<file path="config.mk">
export PLATFORM = sky130hd
export DESIGN_NAME = mem_dma_master_flat
export DESIGN_NICKNAME = d
export VERILOG_FILES = /design/src/rtl/mem_dma_master_if.sv /design/src/rtl/mem_dma_master.sv /design/src/flat_wrapper.sv
export SDC_FILE = /design/constraint.sdc
export NUM_CORES = 1
export LEC_CHECK = 0
export CAP_MARGIN = 20
export CORE_MARGIN = 8
export CORE_UTILIZATION = 52
export DETAILED_ROUTE_END_ITERATION = 10
export PLACE_DENSITY = 0.79
export SLEW_MARGIN = 0
export SYNTH_ARGS = -nofsm -noshare
export SYNTH_HDL_FRONTEND = slang
export SYNTH_SLANG_ARGS = --single-unit
</file>
<file path="constraint.sdc">
create_clock -name clk -period 2.9 [get_ports clk]
set_input_delay 0.29 -clock clk [delete_from_list [all_inputs] [get_ports clk]]
set_output_delay 0.29 -clock clk [all_outputs]
set_load 0.03 [all_outputs]
</file>
<file path="src/rtl/mem_dma_master_if.sv">
// picorv32-style native memory bus between one initiator and its responders.
// Request fields are driven by the master; ready/rdata come back from the slave.
interface mem_dma_master_if;
  logic        mem_valid;
  logic        mem_instr;
  logic [3:0]  mem_wstrb;
  logic [31:0] mem_addr;
  logic [31:0] mem_wdata;
  logic        mem_ready;
  logic [31:0] mem_rdata;

  modport master (
    output mem_valid,
    output mem_instr,
    output mem_wstrb,
    output mem_addr,
    output mem_wdata,
    input  mem_ready,
    input  mem_rdata
  );

  modport slave (
    input  mem_valid,
    input  mem_instr,
    input  mem_wstrb,
    input  mem_addr,
    input  mem_wdata,
    output mem_ready,
    output mem_rdata
  );
endinterface

</file>
<file path="src/rtl/mem_dma_master.sv">
// Word-copy DMA initiator: reads N words from src and writes them to dst,
// one transaction at a time, with a mandatory idle cycle between requests.
module mem_dma_master #(
  parameter int LEN_W = 16
) (
  input  logic             clk,
  input  logic             resetn,
  input  logic             start,
  input  logic [31:0]      src_addr,
  input  logic [31:0]      dst_addr,
  input  logic [LEN_W-1:0] word_count,
  output logic             busy,
  output logic             done,
  mem_dma_master_if.master bus
);

  typedef enum logic [2:0] {
    S_IDLE,
    S_RD,
    S_RD_GAP,
    S_WR,
    S_WR_GAP,
    S_DONE
  } state_t;

  state_t           r_state;
  logic [31:0]      r_src;
  logic [31:0]      r_dst;
  logic [LEN_W-1:0] r_cnt;
  logic [31:0]      r_buf;
  logic             r_busy;
  logic             r_done;
  logic             r_valid;
  logic [3:0]       r_wstrb;
  logic [31:0]      r_addr;
  logic [31:0]      r_wdata;

  logic             w_hs;
  logic [LEN_W-1:0] w_cnt_nxt;
  logic [31:0]      w_src_al;
  logic [31:0]      w_dst_al;
  logic             w_unused;

  // ready only counts while a request is actually on the bus
  assign w_hs      = r_valid & bus.mem_ready;
  assign w_cnt_nxt = r_cnt - 1'b1;
  assign w_src_al  = {src_addr[31:2], 2'b00};
  assign w_dst_al  = {dst_addr[31:2], 2'b00};
  assign w_unused  = &{1'b0, src_addr[1:0], dst_addr[1:0]};

  assign busy          = r_busy;
  assign done          = r_done;
  assign bus.mem_valid = r_valid;
  assign bus.mem_instr = 1'b0;
  assign bus.mem_wstrb = r_wstrb;
  assign bus.mem_addr  = r_addr;
  assign bus.mem_wdata = r_wdata;

  always_ff @(posedge clk or negedge resetn) begin
    if (!resetn) begin
      r_state <= S_IDLE;
      r_src   <= '0;
      r_dst   <= '0;
      r_cnt   <= '0;
      r_buf   <= '0;
      r_busy  <= 1'b0;
      r_done  <= 1'b0;
      r_valid <= 1'b0;
      r_wstrb <= 4'h0;
      r_addr  <= '0;
      r_wdata <= '0;
    end else begin
      r_done <= 1'b0;
      unique case (r_state)
        S_IDLE: begin
          if (start) begin
            r_src <= w_src_al;
            r_dst <= w_dst_al;
            r_cnt <= word_count;
            if (word_count == '0) begin
              r_state <= S_DONE;
              r_done  <= 1'b1;
            end else begin
              r_state <= S_RD;
              r_busy  <= 1'b1;
              r_valid <= 1'b1;
              r_wstrb <= 4'h0;
              r_addr  <= w_src_al;
            end
          end
        end
        S_RD: begin
          if (w_hs) begin
            r_buf   <= bus.mem_rdata;
            r_valid <= 1'b0;
            r_state <= S_RD_GAP;
          end
        end
        S_RD_GAP: begin
          r_state <= S_WR;
          r_valid <= 1'b1;
          r_wstrb <= 4'hF;
          r_addr  <= r_dst;
          r_wdata <= r_buf;
        end
        S_WR: begin
          if (w_hs) begin
            r_valid <= 1'b0;
            r_wstrb <= 4'h0;
            r_src   <= r_src + 32'd4;
            r_dst   <= r_dst + 32'd4;
            r_cnt   <= w_cnt_nxt;
            if (w_cnt_nxt == '0) begin
              r_state <= S_DONE;
              r_done  <= 1'b1;
              r_busy  <= 1'b0;
            end else begin
              r_state <= S_WR_GAP;
            end
          end
        end
        S_WR_GAP: begin
          r_state <= S_RD;
          r_valid <= 1'b1;
          r_wstrb <= 4'h0;
          r_addr  <= r_src;
        end
        S_DONE: begin
          r_state <= S_IDLE;
        end
        default: begin
          r_state <= S_IDLE;
          r_busy  <= 1'b0;
          r_valid <= 1'b0;
        end
      endcase
    end
  end

endmodule

</file>
<file path="src/flat_wrapper.sv">
// flat-port wrapper written by rule: the top's interface ports become plain ports
module mem_dma_master_flat 
#(
  parameter int LEN_W = 16
)
  (clk, resetn, start, src_addr, dst_addr, word_count, busy, done, bus_mem_valid, bus_mem_instr, bus_mem_wstrb, bus_mem_addr, bus_mem_wdata, bus_mem_ready, bus_mem_rdata);
  mem_dma_master_if bus_i ();
  input  logic clk;
  input  logic resetn;
  input  logic start;
  input  logic [31:0] src_addr;
  input  logic [31:0] dst_addr;
  input  logic [LEN_W-1:0] word_count;
  output logic busy;
  output logic done;
  output wire logic [$bits(bus_i.mem_valid)-1:0] bus_mem_valid;
  output wire logic [$bits(bus_i.mem_instr)-1:0] bus_mem_instr;
  output wire logic [$bits(bus_i.mem_wstrb)-1:0] bus_mem_wstrb;
  output wire logic [$bits(bus_i.mem_addr)-1:0] bus_mem_addr;
  output wire logic [$bits(bus_i.mem_wdata)-1:0] bus_mem_wdata;
  input wire logic [$bits(bus_i.mem_ready)-1:0] bus_mem_ready;
  input wire logic [$bits(bus_i.mem_rdata)-1:0] bus_mem_rdata;
  assign bus_mem_valid = bus_i.mem_valid;
  assign bus_mem_instr = bus_i.mem_instr;
  assign bus_mem_wstrb = bus_i.mem_wstrb;
  assign bus_mem_addr = bus_i.mem_addr;
  assign bus_mem_wdata = bus_i.mem_wdata;
  assign bus_i.mem_ready = bus_mem_ready;
  assign bus_i.mem_rdata = bus_mem_rdata;
  mem_dma_master #(.LEN_W(LEN_W)) u_core (.clk(clk), .resetn(resetn), .start(start), .src_addr(src_addr), .dst_addr(dst_addr), .word_count(word_count), .busy(busy), .done(done), .bus(bus_i));
endmodule
</file>
# Word-level counts from Yosys, hierarchy flattened
# Cells that the tools add are included.
# Widths: inputs -> output; s select.
dict set report word_totals {
  word_cells 78
  register_bits 186
  in_bits 116
  output_inout_bits 72
}
dict set report op_classes {
  n_mux 34
  n_eq_ne 11
  bitwise 3
  n_reduce_logical 16
  addsub 3
}
# operator count
set ops {}
lappend ops {{$mux 32} 6}
lappend ops {{$pmux 32 s2} 2}
lappend ops {{$pmux 32 s3} 1}
lappend ops {{$add 32x3->32 const B} 2}
lappend ops {{$logic_not 16->1} 2}
lappend ops {{$mux 16} 2}
lappend ops {{$pmux 16 s2} 1}
lappend ops {{$pmux 4 s4} 1}
lappend ops {{$sub 16x1->16 const B} 1}
lappend ops {{$pmux 3 s5} 1}
lappend ops {{$mux 3} 4}
lappend ops {{$mux 4} 3}
lappend ops {{$mux 1} 10}
lappend ops {{$reduce_and 3->1} 3}
lappend ops {{$ne 2x1->1 const B} 4}
lappend ops {{$reduce_and 4->1} 2}
lappend ops {{$eq 3x2->1 const B} 2}
lappend ops {{$eq 3x3->1 const B} 2}
lappend ops {{$reduce_and 5->1} 1}
lappend ops {{$ne 2x2->1 const B} 2}
lappend ops {{$pmux 1 s4} 1}
lappend ops {{$reduce_bool 4->1} 1}
lappend ops {{$reduce_or 2->1} 2}
lappend ops {{$reduce_or 4->1} 1}
lappend ops {{other kinds (9)} 10}

# Longest topological paths before layout
dict set report logic_depth {
  depth_word 5
  depth_mapped 9
  ltp_nobuf 8
}

# Worst setup path after synthesis
# Ideal clock, no wire load.
dict set report synth_path {
  path_type {register -> register}
  startpoint {register u_core.r_cnt[0]}
  endpoint {register u_core.r_busy (netlist: u_core.busy)}
  path_buffers 1
  arrival_ps 2352
  setup_slack_ps 428
  path_stages_with_launch 10
  cell_sequence {dfrtp_1 -> inv_1 -> ha_1 -> or4b_4 -> buf_6 -> xnor2_1 -> or3_1 -> a211oi_2 -> nand3_1 -> a31o_1}
}
dict set report synth_via {
  elab_chain_len 4
}
# item line
set synth_lines {}
lappend synth_lines {{start: declaration} mem_dma_master.sv:29} ;# logic [LEN_W-1:0] r_cnt;
lappend synth_lines {{start signal: assignment} mem_dma_master.sv:79} ;# r_cnt <= word_count;
lappend synth_lines {{start signal: assignment} mem_dma_master.sv:112} ;# r_cnt <= w_cnt_nxt;
lappend synth_lines {{$sub 16x1->16} mem_dma_master.sv:46} ;# assign w_cnt_nxt = r_cnt - 1'b1;
lappend synth_lines {{$logic_not 16->1} mem_dma_master.sv:113} ;# if (w_cnt_nxt == '0) begin
lappend synth_lines {{$ne 2x1->1 (no source line)} --}
lappend synth_lines {{$reduce_and 5->1 (no source line)} --}
lappend synth_lines {{end signal: assignment} mem_dma_master.sv:66} ;# r_busy <= 1'b0;
lappend synth_lines {{end signal: assignment} mem_dma_master.sv:116} ;# r_busy <= 1'b0;
lappend synth_lines {{end signal: assignment} mem_dma_master.sv:133} ;# r_busy <= 1'b0;
lappend synth_lines {{end: declaration} mem_dma_master.sv:31} ;# logic r_busy;
# No other way between the ends.
# A chain may end at the register's enable or synchronous reset.

# Final worst setup path
# Same ends and word-level chain as after synthesis.

==> results_dict.tcl <==
set metrics [dict create \
    leakage_nw 4.76 \
    final.min_clock_period_ps 2660 \
    maxCapViolations 0 \
    syn_nets 1094 \
    cts_root_buffer "clkbuf_16" \
    clk_pin_slew_worst_paths_ps 70 \
    fp-row-count 48 \
    grt_pass1_vias 8020 \
    post-dp-hpwl_um 17800 \
    antennaDiodeCount 0 \
    hold_ws_ps 357 \
    powerDensity_nw_per_um2 1160 \
    io_buffers 182 \
    io_pins 188 \
    route.detailed.drc 0 \
    drt_pre_antenna_iters 5 \
    grt_max_degree 82 \
    worst_setup_path_start_kind "flop" \
    critPathCaptureType "flop" \
    gp_congestion 0.850 \
    required_ps 3220 \
    num_vias 8319 \
    drive_gt1_frac 0.126 \
    max_freq_mhz 376 \
    synthesis.area_um2 9160 \
    wl_per_cell_um 18.7 \
    vdd.ir_drop.worst_mv 0.690 \
    nFillCells 1406 \
    ant_nets 0 \
    synth_edf_count 0 \
    syn_inst 974 \
    worstSkewPairLatency_ps 430 \
    seq_area_um2 4450 \
    preCtsSetupSlack_ps 269 \
    drt_iter0_markers 739 \
    routed_wl_um 25400 \
    setup_ws_ps 243 \
    avgSynthCellArea_um2 9.40 \
    antenna_found_initial 3 \
    cts.sinks 178 \
    crit_fanout 9 \
    yosysSeqAreaShare 0.486 \
    p_total_mw 13.6 \
    multi_input_area_um2 4330 \
    worstPathArrival_ps 2980 \
    fin_util 0.684 \
    vias_per_cell 6.11 \
    synth-seq-cells 178 \
    htree_levels 4 \
    ctsResizeCount 0 \
    area_growth_pct 28.8 \
    slew-limit-headroom 0.506 \
    die_h_um 149 \
    die_w_um 149 \
    cts_buffer_depth 2 \
    setup_violations 0 \
    gr-usage-all-layers 0.230 \
    synth_flop_cell "dfrtp_1" \
    coreArea_um2 17200 \
    start_util 0.531 \
    tritoncts "yes" \
    dieArea_um2 22100 \
    tightest_slew_ps 741 \
    synth_cell_types 66 \
    hold_path.class "in2async" \
    grt_pass1_wl_um 41100 \
    synthArstFlopShare 1.00 \
    timing.final.max_slew_violations 0 \
    critical_path_class "reg2reg" \
    cts_buffers 17 \
    yosys_warnings 0 \
    hold_violations 0 \
    clock_skew_ps 11.7 \
    status "finished clean" \
    finalCritPeriodShare 0.916 \
    fin_nets 1244 \
    rsz0062_at_grt "no" \
    setup_tns_ps 0 \
    gr-total-overflow 0 \
]
-- registers in the layout (all words and copies together) (netlist names) --
register and flops:
u_core.bus.mem_wdata 32, u_core.r_buf 32, u_core.bus.mem_addr 31, u_core.r_dst 30, u_core.r_src 30, u_core.r_cnt 16, u_core.r_state 3, u_core.bus.mem_valid 1
u_core.bus.mem_wstrb 1, u_core.busy 1, u_core.done 1
-- synth_stat cells (all sizes together), types with 2 or more instances --
| library cell | instances | area (um^2) |
|---|---|---|
| a221oi | 2 | 17.5 |
| dfrtp | 178 | 4450 |
| and4 | 4 | 35.0 |
| a311oi | 2 | 17.5 |
| a211oi | 4 | 35.0 |
| or4 | 2 | 15.0 |
| xnor2 | 3 | 26.3 |
| nor4 | 14 | 115 |
| nand2b | 3 | 18.8 |
| and2 | 6 | 37.5 |
| or3 | 7 | 43.8 |
| a2bb2oi | 7 | 61.3 |
| mux2i | 2 | 20.0 |
| or4b | 2 | 23.8 |
| o32ai | 6 | 52.6 |
| nor3 | 19 | 95.1 |
| a22oi | 7 | 52.6 |
| o22ai | 24 | 150 |
| and3 | 15 | 93.8 |
| a211o | 2 | 17.5 |
| nand3 | 37 | 185 |
| nor2 | 56 | 213 |
| inv | 13 | 48.8 |
| nand2 | 93 | 352 |
| and3b | 2 | 17.5 |
| mux2 | 64 | 721 |
| buf | 39 | 208 |
| a31o | 5 | 43.8 |
| clkbuf | 40 | 150 |
| o211ai | 2 | 15.0 |
| o21ai | 102 | 510 |
| a31oi | 5 | 31.3 |
| a21oi | 138 | 694 |
| nand4 | 14 | 87.6 |
| a21o | 2 | 15.0 |
| a32oi | 2 | 17.5 |
| ha | 4 | 50.1 |
| a22o | 32 | 280 |
-- power by group --
part	switching [mW]	internal, mW	total [mW]
logic	3.64	2.78	6.43
registers	1.20	3.72	4.92
clock network	1.12	1.16	2.28
-- worst paths after layout --
check / startpoint / end / slack (ps) / cells after the start
hold reg to reg: u_core.bus.mem_addr[19] / u_core.bus.mem_addr[19] / 480 / 2
max in group asynchronous: resetn / u_core.r_buf[9] / 1740 / 3
min in group clk: dst_addr[3] / u_core.r_dst[3] / 420 / 3
setup reg to reg: u_core.r_cnt[0] / u_core.busy / 240 / 8
setup / recovery: u_core.r_cnt[0] / u_core.busy / 240 / 8
hold / removal: resetn / u_core.bus.mem_addr[22] / 360 / 2
-- critical path, stage by stage, from the launching register on --
cell	delay, ps
dfrtp_1	460
inv_1	130
ha_1	290
or4b_4	570
xnor2_1	160
or3_1	340
a211oi_2	250
nand3_1	140
a31o_1	220
-- timing repair --
item,CTS,global route
buffers inserted,0,0
hold endpoints to repair,41,0
hold buffers,1,0
-- routing by layer --
metal,GRT usage,routed length [um],vias to the layer above
li1,-,-,3882
met2,0.365,11900,368
met1,0.284,10100,4014
met5,0,48,-
met4,0.0724,567,6
met3,0.0918,2740,49
-- stage by stage --
stage,instances,cell area [um^2]
floorplan,974,9160
CTS,1362,11800
detailed placement,1329,11200
global placement,1329,11200
global route,1362,11800
finish,1362,11800
-- cell families (layout without fill, tap and decap cells) --
group | after synthesis | count (layout) | share of synthesized area
other cells | 1 | 1 | 0.000409
compound gates | 351 | 351 | 0.229
flops | 178 | 178 | 0.486
fa+ha+maj | 4 | 4 | 0.00546
xor+xnor | 3 | 3 | 0.00287
simple gates | 279 | 279 | 0.151
mux | 66 | 66 | 0.0809
buf+inv | 92 | 255 | 0.0444
-- final cells by class --
type | instances | area share
Sequential cell | 178 | 0.378
Clock buffer | 17 | 0.0361
Clock inverter | 15 | 0.0140
Timing Repair Buffer | 210 | 0.177
Multi-Input combinational cell | 704 | 0.367
Inverter | 13 | 0.00414
Tap cell | 225 | 0.0239
-- cells in the final DEF, fill, tap and decap left out, types with 4 or more instances in the layout --
cell | Yosys | final
o21ai_0 | 98 | 98
o22ai_1 | 24 | 24
buf_12 | 0 | 4
and4_1 | 4 | 4
inv_8 | 0 | 5
clkbuf_16 | 0 | 17
nand2_1 | 92 | 92
clkdlybuf4s50_1 | 0 | 181
mux2_2 | 64 | 64
inv_1 | 13 | 13
or3_1 | 7 | 7
nor3_1 | 19 | 19
buf_4 | 5 | 23
a31oi_1 | 5 | 5
a22o_1 | 32 | 32
a31o_2 | 4 | 4
a22oi_1 | 7 | 7
and2_1 | 5 | 5
nand4_1 | 14 | 14
o21ai_1 | 4 | 4
a2bb2oi_1 | 7 | 7
dfrtp_1 | 178 | 178
and3_1 | 15 | 15
a21oi_1 | 137 | 136
ha_1 | 4 | 4
nand3_1 | 37 | 37
nor4_1 | 11 | 11
o32ai_1 | 6 | 6
nor2_1 | 55 | 53
Note: power is estimated with default switching activity, not from simulation.
